File: src/rtl/decode_stage_pkg.sv
// Shared RV32I decode definitions: ALU operation set, opcode/funct7 encodings,
// and the decoded bundle that travels from decode to execute.
package decode_stage_pkg;

  typedef enum logic [3:0] {
    ALU_NOP        = 4'd0,
    ALU_ADD        = 4'd1,
    ALU_SUB        = 4'd2,
    ALU_SLL        = 4'd3,
    ALU_SRL        = 4'd4,
    ALU_SRA        = 4'd5,
    ALU_XOR        = 4'd6,
    ALU_OR         = 4'd7,
    ALU_AND        = 4'd8,
    ALU_LT         = 4'd9,
    ALU_LTU        = 4'd10,
    ALU_EQUALS     = 4'd11,
    ALU_NOT_EQUALS = 4'd12,
    ALU_GE         = 4'd13,
    ALU_GEU        = 4'd14
  } alu_ops_e;

  localparam logic [6:0] OPC_OP     = 7'b0110011;
  localparam logic [6:0] OPC_OP_IMM = 7'b0010011;
  localparam logic [6:0] OPC_BRANCH = 7'b1100011;
  localparam logic [6:0] OPC_LUI    = 7'b0110111;

  localparam logic [6:0] F7_BASE = 7'b0000000;
  localparam logic [6:0] F7_ALT  = 7'b0100000;

  // Everything execute needs except the valid bit. The PC is carried beside
  // this struct because its width is a stage parameter.
  typedef struct packed {
    alu_ops_e    alu_op;
    logic [4:0]  rs1_addr;
    logic [4:0]  rs2_addr;
    logic [4:0]  rd_addr;
    logic [31:0] imm;
    logic        use_imm;
    logic        is_branch;
    logic        reg_write;
    logic        illegal;
  } decoded_instr_t;

  // Arithmetic funct3 map shared by OP and OP-IMM; alt selects SUB/SRA.
  function automatic alu_ops_e arith_op(input logic [2:0] f3, input logic alt);
    alu_ops_e op;
    case (f3)
      3'b000:  op = alt ? ALU_SUB : ALU_ADD;
      3'b001:  op = ALU_SLL;
      3'b010:  op = ALU_LT;
      3'b011:  op = ALU_LTU;
      3'b100:  op = ALU_XOR;
      3'b101:  op = alt ? ALU_SRA : ALU_SRL;
      3'b110:  op = ALU_OR;
      default: op = ALU_AND;
    endcase
    return op;
  endfunction

  // funct7 is either the base encoding, or the alternate one on ADD/SUB and SRL/SRA.
  function automatic logic f7_legal(input logic [2:0] f3, input logic [6:0] f7);
    return (f7 == F7_BASE) || ((f7 == F7_ALT) && ((f3 == 3'b000) || (f3 == 3'b101)));
  endfunction

endpackage

File: src/rtl/decode_stage_if.sv
// Fetch-to-decode and decode-to-execute handshake bundle.
// master = the decode stage, slave = its fetch/execute environment.
interface decode_stage_if
  import decode_stage_pkg::*;
#(
  parameter int DATA_WIDTH = 32,
  parameter int ADDR_WIDTH = 32
) ();

  logic                  if_valid;
  logic                  if_ready;
  logic [31:0]           if_instr;
  logic [ADDR_WIDTH-1:0] if_pc;

  logic                  ex_valid;
  logic                  ex_ready;
  logic [ADDR_WIDTH-1:0] ex_pc;
  alu_ops_e              ex_alu_op;
  logic [4:0]            ex_rs1_addr;
  logic [4:0]            ex_rs2_addr;
  logic [4:0]            ex_rd_addr;
  logic [DATA_WIDTH-1:0] ex_imm;
  logic                  ex_use_imm;
  logic                  ex_is_branch;
  logic                  ex_reg_write;
  logic                  ex_illegal;

  modport master (
    input  if_valid, if_instr, if_pc, ex_ready,
    output if_ready, ex_valid, ex_pc, ex_alu_op, ex_rs1_addr, ex_rs2_addr,
           ex_rd_addr, ex_imm, ex_use_imm, ex_is_branch, ex_reg_write, ex_illegal
  );

  modport slave (
    output if_valid, if_instr, if_pc, ex_ready,
    input  if_ready, ex_valid, ex_pc, ex_alu_op, ex_rs1_addr, ex_rs2_addr,
           ex_rd_addr, ex_imm, ex_use_imm, ex_is_branch, ex_reg_write, ex_illegal
  );

endinterface

File: src/rtl/decode_stage_instr_decoder.sv
// Pure combinational RV32I subset decoder: instruction word -> decoded bundle.
module instr_decoder
  import decode_stage_pkg::*;
(
  input  logic [31:0]    instr,
  output decoded_instr_t dec
);

  logic [6:0] opcode;
  logic [4:0] rd;
  logic [2:0] f3;
  logic [4:0] rs1;
  logic [4:0] rs2;
  logic [6:0] f7;
  logic       is_shift;

  assign opcode   = instr[6:0];
  assign rd       = instr[11:7];
  assign f3       = instr[14:12];
  assign rs1      = instr[19:15];
  assign rs2      = instr[24:20];
  assign f7       = instr[31:25];
  assign is_shift = (f3 == 3'b001) || (f3 == 3'b101);

  // Field extraction per format; any illegal encoding collapses to a clean NOP bundle.
  always_comb begin
    logic bad;
    bad        = 1'b0;
    dec        = '0;
    dec.alu_op = ALU_NOP;
    case (opcode)
      OPC_OP: begin
        dec.rs1_addr  = rs1;
        dec.rs2_addr  = rs2;
        dec.rd_addr   = rd;
        dec.reg_write = (rd != 5'd0);
        dec.alu_op    = arith_op(f3, f7 == F7_ALT);
        bad           = !f7_legal(f3, f7);
      end
      OPC_OP_IMM: begin
        dec.rs1_addr  = rs1;
        dec.rd_addr   = rd;
        dec.use_imm   = 1'b1;
        dec.reg_write = (rd != 5'd0);
        if (is_shift) begin
          // Shift amount is the low five immediate bits; the upper bits act as funct7.
          dec.imm    = {27'd0, instr[24:20]};
          dec.alu_op = arith_op(f3, f7 == F7_ALT);
          bad        = !f7_legal(f3, f7);
        end else begin
          // Immediate bit 30 is data here, so ADDI never becomes SUB.
          dec.imm    = {{20{instr[31]}}, instr[31:20]};
          dec.alu_op = arith_op(f3, 1'b0);
        end
      end
      OPC_BRANCH: begin
        dec.rs1_addr  = rs1;
        dec.rs2_addr  = rs2;
        dec.is_branch = 1'b1;
        dec.imm       = {{19{instr[31]}}, instr[31], instr[7], instr[30:25], instr[11:8], 1'b0};
        case (f3)
          3'b000:  dec.alu_op = ALU_EQUALS;
          3'b001:  dec.alu_op = ALU_NOT_EQUALS;
          3'b100:  dec.alu_op = ALU_LT;
          3'b101:  dec.alu_op = ALU_GE;
          3'b110:  dec.alu_op = ALU_LTU;
          3'b111:  dec.alu_op = ALU_GEU;
          default: bad = 1'b1;
        endcase
      end
      OPC_LUI: begin
        dec.alu_op    = ALU_ADD;
        dec.rd_addr   = rd;
        dec.imm       = {instr[31:12], 12'd0};
        dec.use_imm   = 1'b1;
        dec.reg_write = (rd != 5'd0);
      end
      default: bad = 1'b1;
    endcase
    if (bad) begin
      dec         = '0;
      dec.alu_op  = ALU_NOP;
      dec.illegal = 1'b1;
    end
  end

endmodule

File: src/rtl/decode_stage.sv
// Registered decode stage: one pipeline register between fetch and execute
// with valid/ready backpressure and flush.
module decode_stage
  import decode_stage_pkg::*;
#(
  parameter int DATA_WIDTH = 32,
  parameter int ADDR_WIDTH = 32
) (
  input  logic          clk,
  input  logic          rst_n,
  input  logic          flush,
  decode_stage_if.master bus
);

  decoded_instr_t        dec;
  decoded_instr_t        bundle_q, bundle_d;
  logic [ADDR_WIDTH-1:0] pc_q, pc_d;
  logic                  valid_q, valid_d;
  logic                  if_ready;
  logic                  capture;

  instr_decoder u_decoder (
    .instr (bus.if_instr),
    .dec   (dec)
  );

  // Next-state of the holding register: flush wins, then capture, then drain.
  always_comb begin
    if_ready = !valid_q || bus.ex_ready;
    capture  = bus.if_valid && if_ready;
    valid_d  = valid_q;
    bundle_d = bundle_q;
    pc_d     = pc_q;
    if (flush) begin
      valid_d = 1'b0;
    end else if (capture) begin
      valid_d  = 1'b1;
      bundle_d = dec;
      pc_d     = bus.if_pc;
    end else if (bus.ex_ready) begin
      valid_d = 1'b0;
    end
  end

  // Pipeline register; reset drops any held bundle immediately.
  always_ff @(posedge clk or negedge rst_n) begin
    if (!rst_n) begin
      valid_q         <= 1'b0;
      bundle_q        <= '0;
      bundle_q.alu_op <= ALU_NOP;
      pc_q            <= '0;
    end else begin
      valid_q  <= valid_d;
      bundle_q <= bundle_d;
      pc_q     <= pc_d;
    end
  end

  assign bus.if_ready     = if_ready;
  assign bus.ex_valid     = valid_q;
  assign bus.ex_pc        = pc_q;
  assign bus.ex_alu_op    = bundle_q.alu_op;
  assign bus.ex_rs1_addr  = bundle_q.rs1_addr;
  assign bus.ex_rs2_addr  = bundle_q.rs2_addr;
  assign bus.ex_rd_addr   = bundle_q.rd_addr;
  assign bus.ex_imm       = DATA_WIDTH'(bundle_q.imm);
  assign bus.ex_use_imm   = bundle_q.use_imm;
  assign bus.ex_is_branch = bundle_q.is_branch;
  assign bus.ex_reg_write = bundle_q.reg_write;
  assign bus.ex_illegal   = bundle_q.illegal;

endmodule

File: src/flat_wrapper.sv
// flat-port wrapper written by rule: the top's interface ports become plain ports
module decode_stage_flat import decode_stage_pkg::*;
#(
  parameter int DATA_WIDTH = 32,
  parameter int ADDR_WIDTH = 32
)
  (clk, rst_n, flush, bus_if_valid, bus_if_instr, bus_if_pc, bus_ex_ready, bus_if_ready, bus_ex_valid, bus_ex_pc, bus_ex_alu_op, bus_ex_rs1_addr, bus_ex_rs2_addr, bus_ex_rd_addr, bus_ex_imm, bus_ex_use_imm, bus_ex_is_branch, bus_ex_reg_write, bus_ex_illegal);
  decode_stage_if #(.DATA_WIDTH(DATA_WIDTH), .ADDR_WIDTH(ADDR_WIDTH)) bus_i ();
  input  logic clk;
  input  logic rst_n;
  input  logic flush;
  input wire logic [$bits(bus_i.if_valid)-1:0] bus_if_valid;
  input wire logic [$bits(bus_i.if_instr)-1:0] bus_if_instr;
  input wire logic [$bits(bus_i.if_pc)-1:0] bus_if_pc;
  input wire logic [$bits(bus_i.ex_ready)-1:0] bus_ex_ready;
  output wire logic [$bits(bus_i.if_ready)-1:0] bus_if_ready;
  output wire logic [$bits(bus_i.ex_valid)-1:0] bus_ex_valid;
  output wire logic [$bits(bus_i.ex_pc)-1:0] bus_ex_pc;
  output wire logic [$bits(bus_i.ex_alu_op)-1:0] bus_ex_alu_op;
  output wire logic [$bits(bus_i.ex_rs1_addr)-1:0] bus_ex_rs1_addr;
  output wire logic [$bits(bus_i.ex_rs2_addr)-1:0] bus_ex_rs2_addr;
  output wire logic [$bits(bus_i.ex_rd_addr)-1:0] bus_ex_rd_addr;
  output wire logic [$bits(bus_i.ex_imm)-1:0] bus_ex_imm;
  output wire logic [$bits(bus_i.ex_use_imm)-1:0] bus_ex_use_imm;
  output wire logic [$bits(bus_i.ex_is_branch)-1:0] bus_ex_is_branch;
  output wire logic [$bits(bus_i.ex_reg_write)-1:0] bus_ex_reg_write;
  output wire logic [$bits(bus_i.ex_illegal)-1:0] bus_ex_illegal;
  assign bus_i.if_valid = bus_if_valid;
  assign bus_i.if_instr = bus_if_instr;
  assign bus_i.if_pc = bus_if_pc;
  assign bus_i.ex_ready = bus_ex_ready;
  assign bus_if_ready = bus_i.if_ready;
  assign bus_ex_valid = bus_i.ex_valid;
  assign bus_ex_pc = bus_i.ex_pc;
  assign bus_ex_alu_op = bus_i.ex_alu_op;
  assign bus_ex_rs1_addr = bus_i.ex_rs1_addr;
  assign bus_ex_rs2_addr = bus_i.ex_rs2_addr;
  assign bus_ex_rd_addr = bus_i.ex_rd_addr;
  assign bus_ex_imm = bus_i.ex_imm;
  assign bus_ex_use_imm = bus_i.ex_use_imm;
  assign bus_ex_is_branch = bus_i.ex_is_branch;
  assign bus_ex_reg_write = bus_i.ex_reg_write;
  assign bus_ex_illegal = bus_i.ex_illegal;
  decode_stage #(.DATA_WIDTH(DATA_WIDTH), .ADDR_WIDTH(ADDR_WIDTH)) u_core (.clk(clk), .rst_n(rst_n), .flush(flush), .bus(bus_i));
endmodule
File: config.mk
export PLATFORM = sky130hd
export DESIGN_NAME = decode_stage_flat
export DESIGN_NICKNAME = d
export VERILOG_FILES = /design/src/rtl/decode_stage_pkg.sv /design/src/rtl/decode_stage_if.sv /design/src/rtl/decode_stage_instr_decoder.sv /design/src/rtl/decode_stage.sv /design/src/flat_wrapper.sv
export SDC_FILE = /design/constraint.sdc
export NUM_CORES = 1
export LEC_CHECK = 0
export ABC_AREA = 1
export CAP_MARGIN = 0
export CORE_ASPECT_RATIO = 1.2
export CORE_MARGIN = 5
export CORE_UTILIZATION = 29
export DETAILED_ROUTE_END_ITERATION = 10
export PLACE_DENSITY = 0.56
export SLEW_MARGIN = 40
export SYNTH_ARGS = -nofsm -noshare
export SYNTH_HDL_FRONTEND = slang
export SYNTH_HIERARCHICAL = 1
export SYNTH_SLANG_ARGS = --single-unit
File: constraint.sdc
create_clock -name clk -period 1.5 [get_ports clk]
set_input_delay 0.3 -clock clk [delete_from_list [all_inputs] [get_ports clk]]
set_output_delay 0.3 -clock clk [all_outputs]
set_load 0.1 [all_outputs]
# == After elaboration in Yosys (flattened, before gate mapping) ==
# Index checks and enable logic that the tools add are counted.
# Widths: inputs -> output; s select.
# totals
inputBits,69
reg_bits,88
output_inout_bits,89
wordCells,64
# op_classes
n_eq_ne,12
bitwise,1
n_reduce_logical,18
muxes,22
# ops
operator,count
$pmux 32 s3,1
$pmux 4 s7,2
$mux 55,1
$mux 32,1
$pmux 4 s6,1
$eq 7x6->1 const B,3
$pmux 4 s4,1
$mux 5,3
$eq 3x3->1 const B,4
$mux 1,9
$eq 7x5->1 const B,1
$eq 7x7->1 const B,1
$logic_not 7->1,1
$eq 3x2->1 const B,2
$reduce_or 3->1,2
$reduce_or 6->1,1
$reduce_bool 5->1,1
$logic_or 1x1->1,4
$mux 4,1
$pmux 1 s4,1
$reduce_or 2->1,2
$eq 3x1->1 const B,1
$logic_not 3->1,1
$reduce_bool 3->1,1
5 further kinds,7

# == Logic depth before layout (Yosys ltp) ==
# logic_depth
depth_word,8
ltp_mapped,12
ltp_nobuf,12

# == Cells and area by module ==
# The synthesis kept the hierarchy.
# by_module_without_submodules
module,seq_area_each_um2,cells_each,n_inst,area_per_inst_um2
decode_stage,2202.1,382,1,3469.6
instr_decoder,0.0,214,1,1176.1

# == Worst setup path before layout ==
# No wires, ideal clock.
# synth_timing
kind,flip-flop to flip-flop
start,reg u_core.valid_q (netlist: u_core/bus.ex_valid)
end,"reg u_core.bundle_q, in the netlist u_core/bus.ex_imm[30]"
required_ns,1.429
n_path_buf,1
synth_period_minus_slack_ns,2.391
stages_incl_launch_ff,5
path_slack_ns,-0.891
arrival_ns,2.320
path_cell_list,dfrtp_1 -> nand2_2 -> buf_1 -> nand3_1 -> nand2_1
# synth_between
elab_chain_cells,4
# synth_lines
item,line_no,text
start: declaration,decode_stage.sv:18,"logic valid_q, valid_d;"
start signal: assignment,decode_stage.sv:53,valid_q <= valid_d;
$logic_not 1->1,decode_stage.sv:29,if_ready = !valid_q || bus.ex_ready;
$logic_or 1x1->1,decode_stage.sv:29,
via bus_if_ready,flat_wrapper.sv:16,output wire logic [$bits(bus_i.if_ready)-1:0] bus_if_ready;
$logic_and 1x1->1,decode_stage.sv:30,capture = bus.if_valid && if_ready;
$reduce_and 2->1 (no line),n/a,
end signal: assignment,decode_stage.sv:54,bundle_q <= bundle_d;
end: declaration,decode_stage.sv:16,"decoded_instr_t bundle_q, bundle_d;"
# The timed path passes the listed nets, and every way through them passes these cells.
# A chain may end at the register's enable or synchronous reset.

# == Final worst setup path ==
# layout_timing
start,in bus_ex_ready
end,out bus_if_ready
# layout_between
elab_chain_cells,1
# layout_lines
item,line_no,text
start: declaration,flat_wrapper.sv:15,input wire logic [$bits(bus_i.ex_ready)-1:0] bus_ex_ready;
$logic_or 1x1->1,decode_stage.sv:29,
end: declaration,flat_wrapper.sv:16,
# Every way passes these cells.

==> impl_metrics.toml <==
[final_layout]
nets = 881
final_cell_mix = "nand2_1, buf_12, nand3_1"
drive_gt1_frac = 0.339
multi_input_area_um2 = 2290
final_core_util = 0.528
regArea_um2 = 2200
areaGrowthSynthToFinish_pct = 78.6
final_common_cell = "nand2_1"
fin_area_um2 = 8300
diodes = 0
fillCellCount = 1403

[global_routing]
grt_usage = 0.163
overflow = 0
antenna_found_initial = 0
grt_pass1_wl_um = 24400
grt_pass1_vias = 4593
grt_max_degree = 89

[worst_setup_path]
cp_top_family = "buffers and inverters"
reg2reg_from = "u_core/bus.ex_valid"
worstPathArrival_ns = 1.13
endpoint_kind = "primary output"
slowest_stage = "clkdlybuf4s50_1"
startpoint_type = "input pin"
r2r_setup_slack_ns = 0.30
critPathMaxFanout = 6
cp_cell_sequence = "clkdlybuf4s50_1 > inv_1 > nand2_4 > buf_12"
crit_type = "in2out"
cp_data_required_time_ns = 1.20
slowest_delay_ns = 0.46
rr_worst_depth = 5
cp_num_buf_inv = 3
worst_r2r_endpoint = "u_core/bus.ex_pc[5]"

[sta]
fmax_ghz = 0.698
min_period_ns = 1.43
clock_skew_ns = 0.00655
max-slew-margin-rel = 0.689
fin_tns_setup_ns = 0
finalCritPeriodShare = 0.955
setup_viol = 0
tightest_slew_ns = 0.467
finalMaxSlewViolations = 0
hold_violations = 0

[detailed_routing]
routed.top_layer = "met4"
ant_nets = 0
vias = 4726
drt_iter0_drc = 299
drc = 0
wl_per_cell_um = 15.6
vias_per_cell = 4.63
drt_first_pass_iters = 4
routed_wl_um = 15900
wl_met3_um = 847
wl_met1_um = 6710
wl_met2_um = 8120

[synthesis]
ys_ff_latch = 88
syn_area_um2 = 4650
avgSynthCellArea_um2 = 7.79
seq_area_frac_synth = 0.474
synth_cell_types = 30
ys_warn_count = 6
async_flop_share = 1.00
ys.flop_type = "dfrtp_1"
synth_edf_count = 0
synth_nets = 668
synthCells = 596

[run]
drv_cap = 0

[floorplan]
num_rows = 50
die_w_um = 126
core_area_um2 = 15700
initial_core_util = 0.296
die_height_um = 149
dieArea_um2 = 18700
ioPinCount = 158

[place]
dpl.hpwl_um = 12000
place_area_um2 = 7740
io_buffers = 157
gp_congestion = 0.932

[clock_network]
cts-root-buf = "clkbuf_16"
cts_tree = "yes"
cts.path.max_buffers = 2
cts.sinks = 88
clkTransAtPathRegs_ns = 0.06
h-tree-depth = 3
clkLatencyLatePin_ns = 0.33
hold_buffers = 0
cts_buffers = 9

[pwr]
powerDensity_nw_per_um2 = 845
ir_worst_vdd_uv = 510
power_leakage_nw = 3.94

[min_path]
hold_path_class = "in2async"

[outcome]
outcome = "complete, no violations"
==> worst reg2reg max path, cell delays in order, from the launching register on <==
cell and delay (ns):
dfrtp_2 0.44, nand2_4 0.14, nand2_2 0.12, buf_4 0.23, nand2_1 0.09, nand2_1 0.06
==> layout make-up <==
class / instances / area share
clock inverter: 4 / 0.00271
clock buffer: 10 / 0.0288
sequential: 88 / 0.266
inverter: 26 / 0.0130
multi-input combinational: 449 / 0.276
timing repair buffer: 235 / 0.383
tap: 208 / 0.0314
==> flip-flops by register name, indices dropped and copies added, names as in the netlist <==
name and cells:
u_core/bus.ex_pc 32, u_core/bus.ex_valid 1, u_core/bus.ex_is_branch 1, u_core/bus.ex_rs1_addr 5
u_core/bus.ex_alu_op 4, u_core/bus.ex_use_imm 1, u_core/bus.ex_rd_addr 5, u_core/bus.ex_illegal 1
u_core/bus.ex_rs2_addr 5, u_core/bus.ex_imm 32, u_core/bus.ex_reg_write 1
==> stage by stage <==
stage          worst slack (ns)  power, mW  hold slack, ns  instances
3_5_place_dp             -0.734       5.01           0.382        987
2_1_floorplan           0.00563       3.91         0.00441        596
3_3_place_gp             -0.716       4.99           0.376        987
6_report                 0.0669       7.01        0.000336       1020
5_1_grt                -0.00959       7.27          0.0335       1020
4_1_cts                 -0.0114       7.05          0.0265       1006
==> worst max path at each step <==
| stage | from | endpoint | slack [ns] | depth (start not counted) |
|---|---|---|---|---|
| CTS | bus_if_instr[2] | u_core/bus.ex_imm[2] | -0.01 | 11 |
| floorplan | bus_if_instr[3] | u_core/bus.ex_imm[12] | 0.006 | 11 |
| finish | bus_ex_ready | bus_if_ready | 0.07 | 4 |
| global route | bus_if_instr[14] | u_core/bus.ex_rs2_addr[0] | -0.01 | 11 |
| detailed placement | bus_if_instr[12] | u_core/bus.ex_imm[2] | -0.73 | 11 |
| global placement | bus_if_instr[12] | u_core/bus.ex_imm[16] | -0.72 | 11 |
==> synthesized netlist by cell type (3+ instances only) <==
cell | number | area share
dfrtp_1 | 88 | 0.47
nor2_1 | 40 | 0.032
ha_1 | 3 | 0.0081
clkbuf_1 | 9 | 0.0073
buf_6 | 9 | 0.022
inv_2 | 4 | 0.0032
inv_1 | 22 | 0.018
nand2_1 | 241 | 0.19
nor2_4 | 4 | 0.0097
nand3_1 | 99 | 0.11
buf_2 | 6 | 0.0065
nand2_2 | 4 | 0.0054
a21oi_2 | 24 | 0.045
buf_1 | 8 | 0.0065
nand2_4 | 4 | 0.0097
buf_4 | 3 | 0.0048
o21ai_0 | 5 | 0.0054
a21oi_1 | 8 | 0.0086
==> power by group <==
part / total, mW / switching (mW) / internal [mW] / leakage [nW]
clock network: 2.03 / 0.887 / 1.14 / 0.130
logic: 2.33 / 1.48 / 0.855 / 2.63
registers: 2.65 / 0.145 / 2.51 / 1.17
total: 7.01 / 2.51 / 4.50 / 3.94
==> logic make-up after synthesis <==
kind of cell	synth area share
compound gates	0.0703
fa+ha+maj	0.00808
buf+inv	0.0679
flops	0.474
simple gates	0.380
==> per-layer routing <==
layer,GRT usage,up-vias
met5,0,-
met4,0.0488,0
met3,0.0413,13
met2,0.283,150
met1,0.200,2239
li1,-,2324
==> what timing repair did <==
item	4_1_cts	5_1_grt
buffers inserted	4	9
resized for setup	50	44
pin swaps	17	25
setup endpoints to repair	55	54
cloned	1	5
No activity file was read; power rests on OpenSTA's default activity.
